==> config.mk <==
export PLATFORM = sky130hd
export DESIGN_NAME = stack_unit_flat
export DESIGN_NICKNAME = d
export VERILOG_FILES = /design/src/rtl/stack_pkg.sv /design/src/rtl/stack_unit_if.sv /design/src/rtl/stack_mem.sv /design/src/rtl/stack_unit.sv /design/src/flat_wrapper.sv
export SDC_FILE = /design/constraint.sdc
export NUM_CORES = 1
export LEC_CHECK = 0
export CAP_MARGIN = 20
export CORE_MARGIN = 4
export CORE_UTILIZATION = 39
export CTS_CLUSTER_DIAMETER = 200
export CTS_CLUSTER_SIZE = 16
export DETAILED_ROUTE_END_ITERATION = 12
export SETUP_SLACK_MARGIN = 0.1
export SYNTH_ARGS = -nofsm -noshare
export SYNTH_HDL_FRONTEND = slang
export SYNTH_SLANG_ARGS = --single-unit
==> constraint.sdc <==
create_clock -name clk -period 3.7 [get_ports clk]
set_input_delay 0.925 -clock clk [delete_from_list [all_inputs] [get_ports clk]]
set_output_delay 0.925 -clock clk [all_outputs]
set_load 0.02 [all_outputs]
==> src/rtl/stack_pkg.sv <==
// Shared definitions for the stack unit: selector encodings and FSM states.
// Selector encodings must track the upstream stack selection logic.
package stack_pkg;

  localparam int STACK_WIDTH = 8;
  localparam int STACK_DEPTH = 8;

  typedef enum logic [1:0] {
    SEL_NOP  = 2'b00,
    SEL_ALU  = 2'b01,
    SEL_PUSH = 2'b10,
    SEL_POP  = 2'b11
  } sel_e;

  typedef enum logic {
    ST_RUN   = 1'b0,
    ST_FAULT = 1'b1
  } state_e;

endpackage

==> src/rtl/stack_unit_if.sv <==
// Operation/status bundle between the stack selection logic (master) and
// the stack unit (slave).
interface stack_unit_if
  import stack_pkg::*;
#(
  parameter int WIDTH = STACK_WIDTH,
  parameter int DEPTH = STACK_DEPTH
);
  localparam int CNT_W = $clog2(DEPTH + 1);

  logic             sel_valid;
  logic [1:0]       selector;
  logic [WIDTH-1:0] data_in;
  logic             err_clr;
  logic [WIDTH-1:0] data_out;
  logic             out_valid;
  logic [CNT_W-1:0] depth;
  logic             empty;
  logic             full;
  logic             overflow_err;
  logic             underflow_err;
  logic             fault;

  modport master (
    output sel_valid, selector, data_in, err_clr,
    input  data_out, out_valid, depth, empty, full,
           overflow_err, underflow_err, fault
  );

  modport slave (
    input  sel_valid, selector, data_in, err_clr,
    output data_out, out_valid, depth, empty, full,
           overflow_err, underflow_err, fault
  );

endinterface

==> src/rtl/stack_mem.sv <==
// DEPTH x WIDTH stack storage: one synchronous write port, one
// combinational read port (driven with the top-of-stack index).
module stack_mem
  import stack_pkg::*;
#(
  parameter int WIDTH = STACK_WIDTH,
  parameter int DEPTH = STACK_DEPTH,
  localparam int AW   = $clog2(DEPTH)
) (
  input  logic             clk,
  input  logic             wr_en,
  input  logic [AW-1:0]    wr_addr,
  input  logic [WIDTH-1:0] wr_data,
  input  logic [AW-1:0]    rd_addr,
  output logic [WIDTH-1:0] rd_data
);

  logic [WIDTH-1:0] mem [DEPTH];

  always_ff @(posedge clk) begin
    if (wr_en) mem[wr_addr] <= wr_data;
  end

  assign rd_data = mem[rd_addr];

endmodule

==> src/rtl/stack_unit.sv <==
// LIFO stack executing the selected NOP / ALU write-back / PUSH / POP
// operation, with sticky overflow/underflow faults.
//
// state    | meaning
// ST_RUN   | operations accepted on sel_valid
// ST_FAULT | illegal op seen; ops ignored, state frozen until err_clr
module stack_unit
  import stack_pkg::*;
#(
  parameter int WIDTH = STACK_WIDTH,
  parameter int DEPTH = STACK_DEPTH
) (
  input  logic clk,
  input  logic rst_n,
  stack_unit_if.slave bus
);

  localparam int CNT_W = $clog2(DEPTH + 1);
  localparam int AW    = $clog2(DEPTH);

  state_e           state, state_nxt;
  sel_e             sel;
  logic [CNT_W-1:0] depth_q;
  logic [WIDTH-1:0] data_out_q;
  logic             out_valid_q;
  logic             ovf_q, unf_q;
  logic             empty_w, full_w;
  logic             push_ok, pop_ok, wb_ok, push_bad, unf_bad, clr_go;
  logic             mem_we;
  logic [AW-1:0]    top_idx, push_idx, mem_waddr;
  logic [WIDTH-1:0] top_data;

  assign sel      = sel_e'(bus.selector);
  assign empty_w  = (depth_q == '0);
  assign full_w   = (depth_q == CNT_W'(DEPTH));
  assign top_idx  = AW'(depth_q - CNT_W'(1));
  assign push_idx = AW'(depth_q);

  always_ff @(posedge clk) begin
    if (!rst_n) state <= ST_RUN;
    else        state <= state_nxt;
  end

  always_comb begin
    state_nxt = state;
    case (state)
      ST_RUN:   if (push_bad || unf_bad) state_nxt = ST_FAULT;
      ST_FAULT: if (bus.err_clr)         state_nxt = ST_RUN;
      default:                           state_nxt = ST_RUN;
    endcase
  end

  // Operation decode; everything is gated off outside RUN.
  always_comb begin
    push_ok  = 1'b0;
    pop_ok   = 1'b0;
    wb_ok    = 1'b0;
    push_bad = 1'b0;
    unf_bad  = 1'b0;
    clr_go   = (state == ST_FAULT) && bus.err_clr;
    if (state == ST_RUN && bus.sel_valid) begin
      case (sel)
        SEL_PUSH: begin
          push_ok  = !full_w;
          push_bad = full_w;
        end
        SEL_POP: begin
          pop_ok  = !empty_w;
          unf_bad = empty_w;
        end
        SEL_ALU: begin
          wb_ok   = !empty_w;
          unf_bad = empty_w;
        end
        default: ;
      endcase
    end
  end

  always_ff @(posedge clk) begin
    if (!rst_n) begin
      depth_q     <= '0;
      data_out_q  <= '0;
      out_valid_q <= 1'b0;
      ovf_q       <= 1'b0;
      unf_q       <= 1'b0;
    end else begin
      out_valid_q <= pop_ok || wb_ok;
      if (push_ok)     depth_q <= depth_q + CNT_W'(1);
      else if (pop_ok) depth_q <= depth_q - CNT_W'(1);
      if (pop_ok)      data_out_q <= top_data;
      else if (wb_ok)  data_out_q <= bus.data_in;
      if (clr_go) begin
        ovf_q <= 1'b0;
        unf_q <= 1'b0;
      end else begin
        if (push_bad) ovf_q <= 1'b1;
        if (unf_bad)  unf_q <= 1'b1;
      end
    end
  end

  // Write is squashed during reset so a same-cycle push leaves no trace.
  assign mem_we    = rst_n && (push_ok || wb_ok);
  assign mem_waddr = push_ok ? push_idx : top_idx;

  stack_mem #(.WIDTH(WIDTH), .DEPTH(DEPTH)) u_mem (
    .clk     (clk),
    .wr_en   (mem_we),
    .wr_addr (mem_waddr),
    .wr_data (bus.data_in),
    .rd_addr (top_idx),
    .rd_data (top_data)
  );

  assign bus.data_out      = data_out_q;
  assign bus.out_valid     = out_valid_q;
  assign bus.depth         = depth_q;
  assign bus.empty         = empty_w;
  assign bus.full          = full_w;
  assign bus.overflow_err  = ovf_q;
  assign bus.underflow_err = unf_q;
  assign bus.fault         = (state == ST_FAULT);

endmodule

==> src/flat_wrapper.sv <==
// flat-port wrapper written by rule: the top's interface ports become plain ports
module stack_unit_flat import stack_pkg::*;
#(
  parameter int WIDTH = STACK_WIDTH,
  parameter int DEPTH = STACK_DEPTH
)
  (clk, rst_n, bus_sel_valid, bus_selector, bus_data_in, bus_err_clr, bus_data_out, bus_out_valid, bus_depth, bus_empty, bus_full, bus_overflow_err, bus_underflow_err, bus_fault);
  stack_unit_if #(.WIDTH(WIDTH), .DEPTH(DEPTH)) bus_i ();
  input  logic clk;
  input  logic rst_n;
  input wire logic [$bits(bus_i.sel_valid)-1:0] bus_sel_valid;
  input wire logic [$bits(bus_i.selector)-1:0] bus_selector;
  input wire logic [$bits(bus_i.data_in)-1:0] bus_data_in;
  input wire logic [$bits(bus_i.err_clr)-1:0] bus_err_clr;
  output wire logic [$bits(bus_i.data_out)-1:0] bus_data_out;
  output wire logic [$bits(bus_i.out_valid)-1:0] bus_out_valid;
  output wire logic [$bits(bus_i.depth)-1:0] bus_depth;
  output wire logic [$bits(bus_i.empty)-1:0] bus_empty;
  output wire logic [$bits(bus_i.full)-1:0] bus_full;
  output wire logic [$bits(bus_i.overflow_err)-1:0] bus_overflow_err;
  output wire logic [$bits(bus_i.underflow_err)-1:0] bus_underflow_err;
  output wire logic [$bits(bus_i.fault)-1:0] bus_fault;
  assign bus_i.sel_valid = bus_sel_valid;
  assign bus_i.selector = bus_selector;
  assign bus_i.data_in = bus_data_in;
  assign bus_i.err_clr = bus_err_clr;
  assign bus_data_out = bus_i.data_out;
  assign bus_out_valid = bus_i.out_valid;
  assign bus_depth = bus_i.depth;
  assign bus_empty = bus_i.empty;
  assign bus_full = bus_i.full;
  assign bus_overflow_err = bus_i.overflow_err;
  assign bus_underflow_err = bus_i.underflow_err;
  assign bus_fault = bus_i.fault;
  stack_unit #(.WIDTH(WIDTH), .DEPTH(DEPTH)) u_core (.clk(clk), .rst_n(rst_n), .bus(bus_i));
endmodule
==> flow_summary.toml <==
[final_layout]
area_growth_pct = 19.0
num-fill-cells = 767
num_antenna_cells = 0
nets = 275
drive_above_1_share_pct = 16.4
final_cell_area_um2 = 4190
layoutNonFillerInstCount = 370
layout_common_cells = "64 x edfxtp_1, 31 x clkdlybuf4s50_1, 16 x dfxtp_1"
layout_commonest_cell = "edfxtp_1"

[logic_synthesis]
synth_top_family_by_area = "multiplexers"
synthFlopType = "edfxtp_1"
synth_edf_count = 64
synth-xor-area-share_pct = 1.21
synthSimpleGateAreaFrac_pct = 7.39
async_flop_share_pct = 0
yosysTopAreaCellShare_pct = 54.6
syn-num-nets = 232
synthMuxAreaShare_pct = 16.9
synthAdderAreaFrac_pct = 1.42
synth_warnings = 0
synth_area_um2 = 3520
syn_avg_cell_area_um2 = 16.5
synthCells = 214
netlist_top_cells_area = "edfxtp_1 55%, mux4_1 10%, dfxtp_1 9.1%, mux2_2 2.6%, mux2i_1 2.3%"
synth-seq-cells = 80
synth_top_area_cell = "edfxtp_1"
synth_cell_types = 50
yosysSeqAreaShare_pct = 63.7
synth_compound_area_share_pct = 7.14

[global_route]
antenna_found_initial = 0
grt_pass1_vias = 2021
grt_start_max_net_pins = 26
grt_first_pass_wirelength_um = 11400
grt_usage_pct = 15.0
gr-total-overflow = 0

[worst_hold_path]
hold_class = "reg -> reg"
hold_end = "u_core.bus.overflow_err$_SDFFE_PP0P_"
min_from = "u_core.bus.overflow_err$_SDFFE_PP0P_"
min_path_cells = 1

[route]
drc = 0
firstDrtPassIters = 4
wl_um = 7330
drtAntennaViolNets = 0
wl_per_cell_um = 19.8
drtIter0Drc = 99
num_vias = 2033
vias_per_cell = 5.49

[place]
portBuffers = 31
routabilityCongestion = 0.815
pre_cts_ws_ps = 389
dp_hpwl_um = 4860
place_area_um2 = 3990
place_inst = 354

[floorplanning]
floorplan.initialDensity_pct = 40.2
die_y_um = 103
core-area_um2 = 8760
rows = 34
chipWidth_um = 103
dieArea_um2 = 10600
boundaryPins = 32

[power_and_ir_drop]
power_leakage_nw = 1.42
vdd_drop_max_uv = 262
total_power_mw = 1.87
power_per_cell_area_nw_per_um2 = 447

[clocking]
cts.sinks = 80
clock_latency_ps = 340
clk_path_buf_depth = 2
clk_pin_slew_ps = 80
cts_root_buf = "clkbuf_8"
cts_setup_buffers = 0
cts_tree = "yes"
hold_buffers = 0
cts.repair.resized = 0
h-tree-depth = 3
cts_inserted_buffers = 9

[worst_setup_path]
rr_startpoint = "u_core.bus.depth[1]$_SDFFE_PN0P_"
crit_start = "u_core.bus.depth[1]$_SDFFE_PN0P_"
crit_type = "reg -> out"
end_kind = "output port"
critPathMaxFanout = 12
reg2reg_slack_ps = 840
critPathArrivalTime_ps = 2390
reg2reg_depth = 7
required_ps = 2770
start_kind = "flop"
worstReg2RegEnd = "u_core.bus.data_out[3]$_SDFFE_PN0P_"

[sta]
fin_skew_ps = 13.8
finalCriticalPeriod_ps = 3320
relSlewSlack_pct = 33.4
max_freq_ghz = 0.302
maxSlewViolCount = 0
fin_ws_ps = 383
rsz0062_at_grt = "false"
tightest_slew_ps = 999
hold_viol = 0
setup_viol = 0
finalCritPeriodShare_pct = 89.6
tns_ps = 0

[run_status]
status = "finished, final reports clean"

[flow_run]
max_cap_violations = 0
[per-layer routing]
metal,vias up,share of wire (%),track usage [%]
li1,941,-,-
met1,1039,48,21.2
met2,45,47,22.8
met3,8,4.2,3.25
met4,0,1.2,5.68
met5,-,0,0
[registers in the layout (all words and copies together) (netlist names)]
name                      flops
u_core.u_mem.mem             64
u_core.bus.data_out           8
u_core.bus.depth              4
u_core.bus.fault              1
u_core.bus.out_valid          1
u_core.bus.overflow_err       1
u_core.bus.underflow_err      1
[where the power goes]
group | switching (mW) | internal [mW] | leakage (nW)
Sequential | 0.00946 | 0.984 | 0.706
Combinational | 0.122 | 0.113 | 0.618
Clock | 0.311 | 0.335 | 0.0972
Total | 0.442 | 1.43 | 1.42
[worst max-delay path, stage by stage, from the launching register on]
cell and delay [ps]:
dfxtp_1 410, inv_1 130, ha_1 480, nor3b_4 380, clkdlybuf4s50_1 660
[cell usage after synthesis (all sizes together) (2+ instances only)]
cell type / n
nand2: 7
o21a: 3
a21oi: 10
o21ai: 12
nor2: 11
buf: 5
nor2b: 5
dfxtp: 16
mux2i: 8
mux2: 9
nor3b: 3
o211ai: 2
mux4: 16
nor3: 5
xnor2: 2
inv: 5
a31oi: 2
ha: 4
clkbuf: 4
edfxtp: 64
nand3b: 2
xor2: 2
[area by class of cell]
type | count | area [um2] | area share, %
Clock buffer | 12 | 145 | 3.46
Clock inverter | 4 | 55.1 | 1.31
Inverter | 5 | 21.3 | 0.508
Multi-Input combinational cell | 119 | 1200 | 28.6
Sequential cell | 80 | 2240 | 53.5
Tap cell | 108 | 135 | 3.22
Timing Repair Buffer | 42 | 393 | 9.38
[kinds of logic after synthesis]
logic type / count (synthesis)
adder cells (fa/ha/maj): 4
flip-flops: 80
AND/OR/NAND/NOR: 40
AO/OA/AOI/OAI: 38
XOR/XNOR: 4
multiplexers: 33
buffers and inverters: 15
[worst max path at each step]
stage	endpoint	slack, ps	cells past startpoint
floorplan	u_core.u_mem.mem[5][0]$_DFFE_PP_	820	5
global route	bus_empty	190	4
global placement	u_core.u_mem.mem[3][6]$_DFFE_PP_	440	7
finish	bus_empty	380	4
CTS	bus_empty	350	4
detailed placement	u_core.bus.data_out[3]$_SDFFE_PN0P_	390	8
[stage by stage]
step | hold slack, ps | utilization (%)
after floorplan | 593 | -
after global placement | 450 | 45.5
after detailed placement | 464 | 45.5
after CTS | 482 | 47.8
after global routing | 496 | 47.8
final | 475 | 47.8
(Power assumes the default switching activity.)
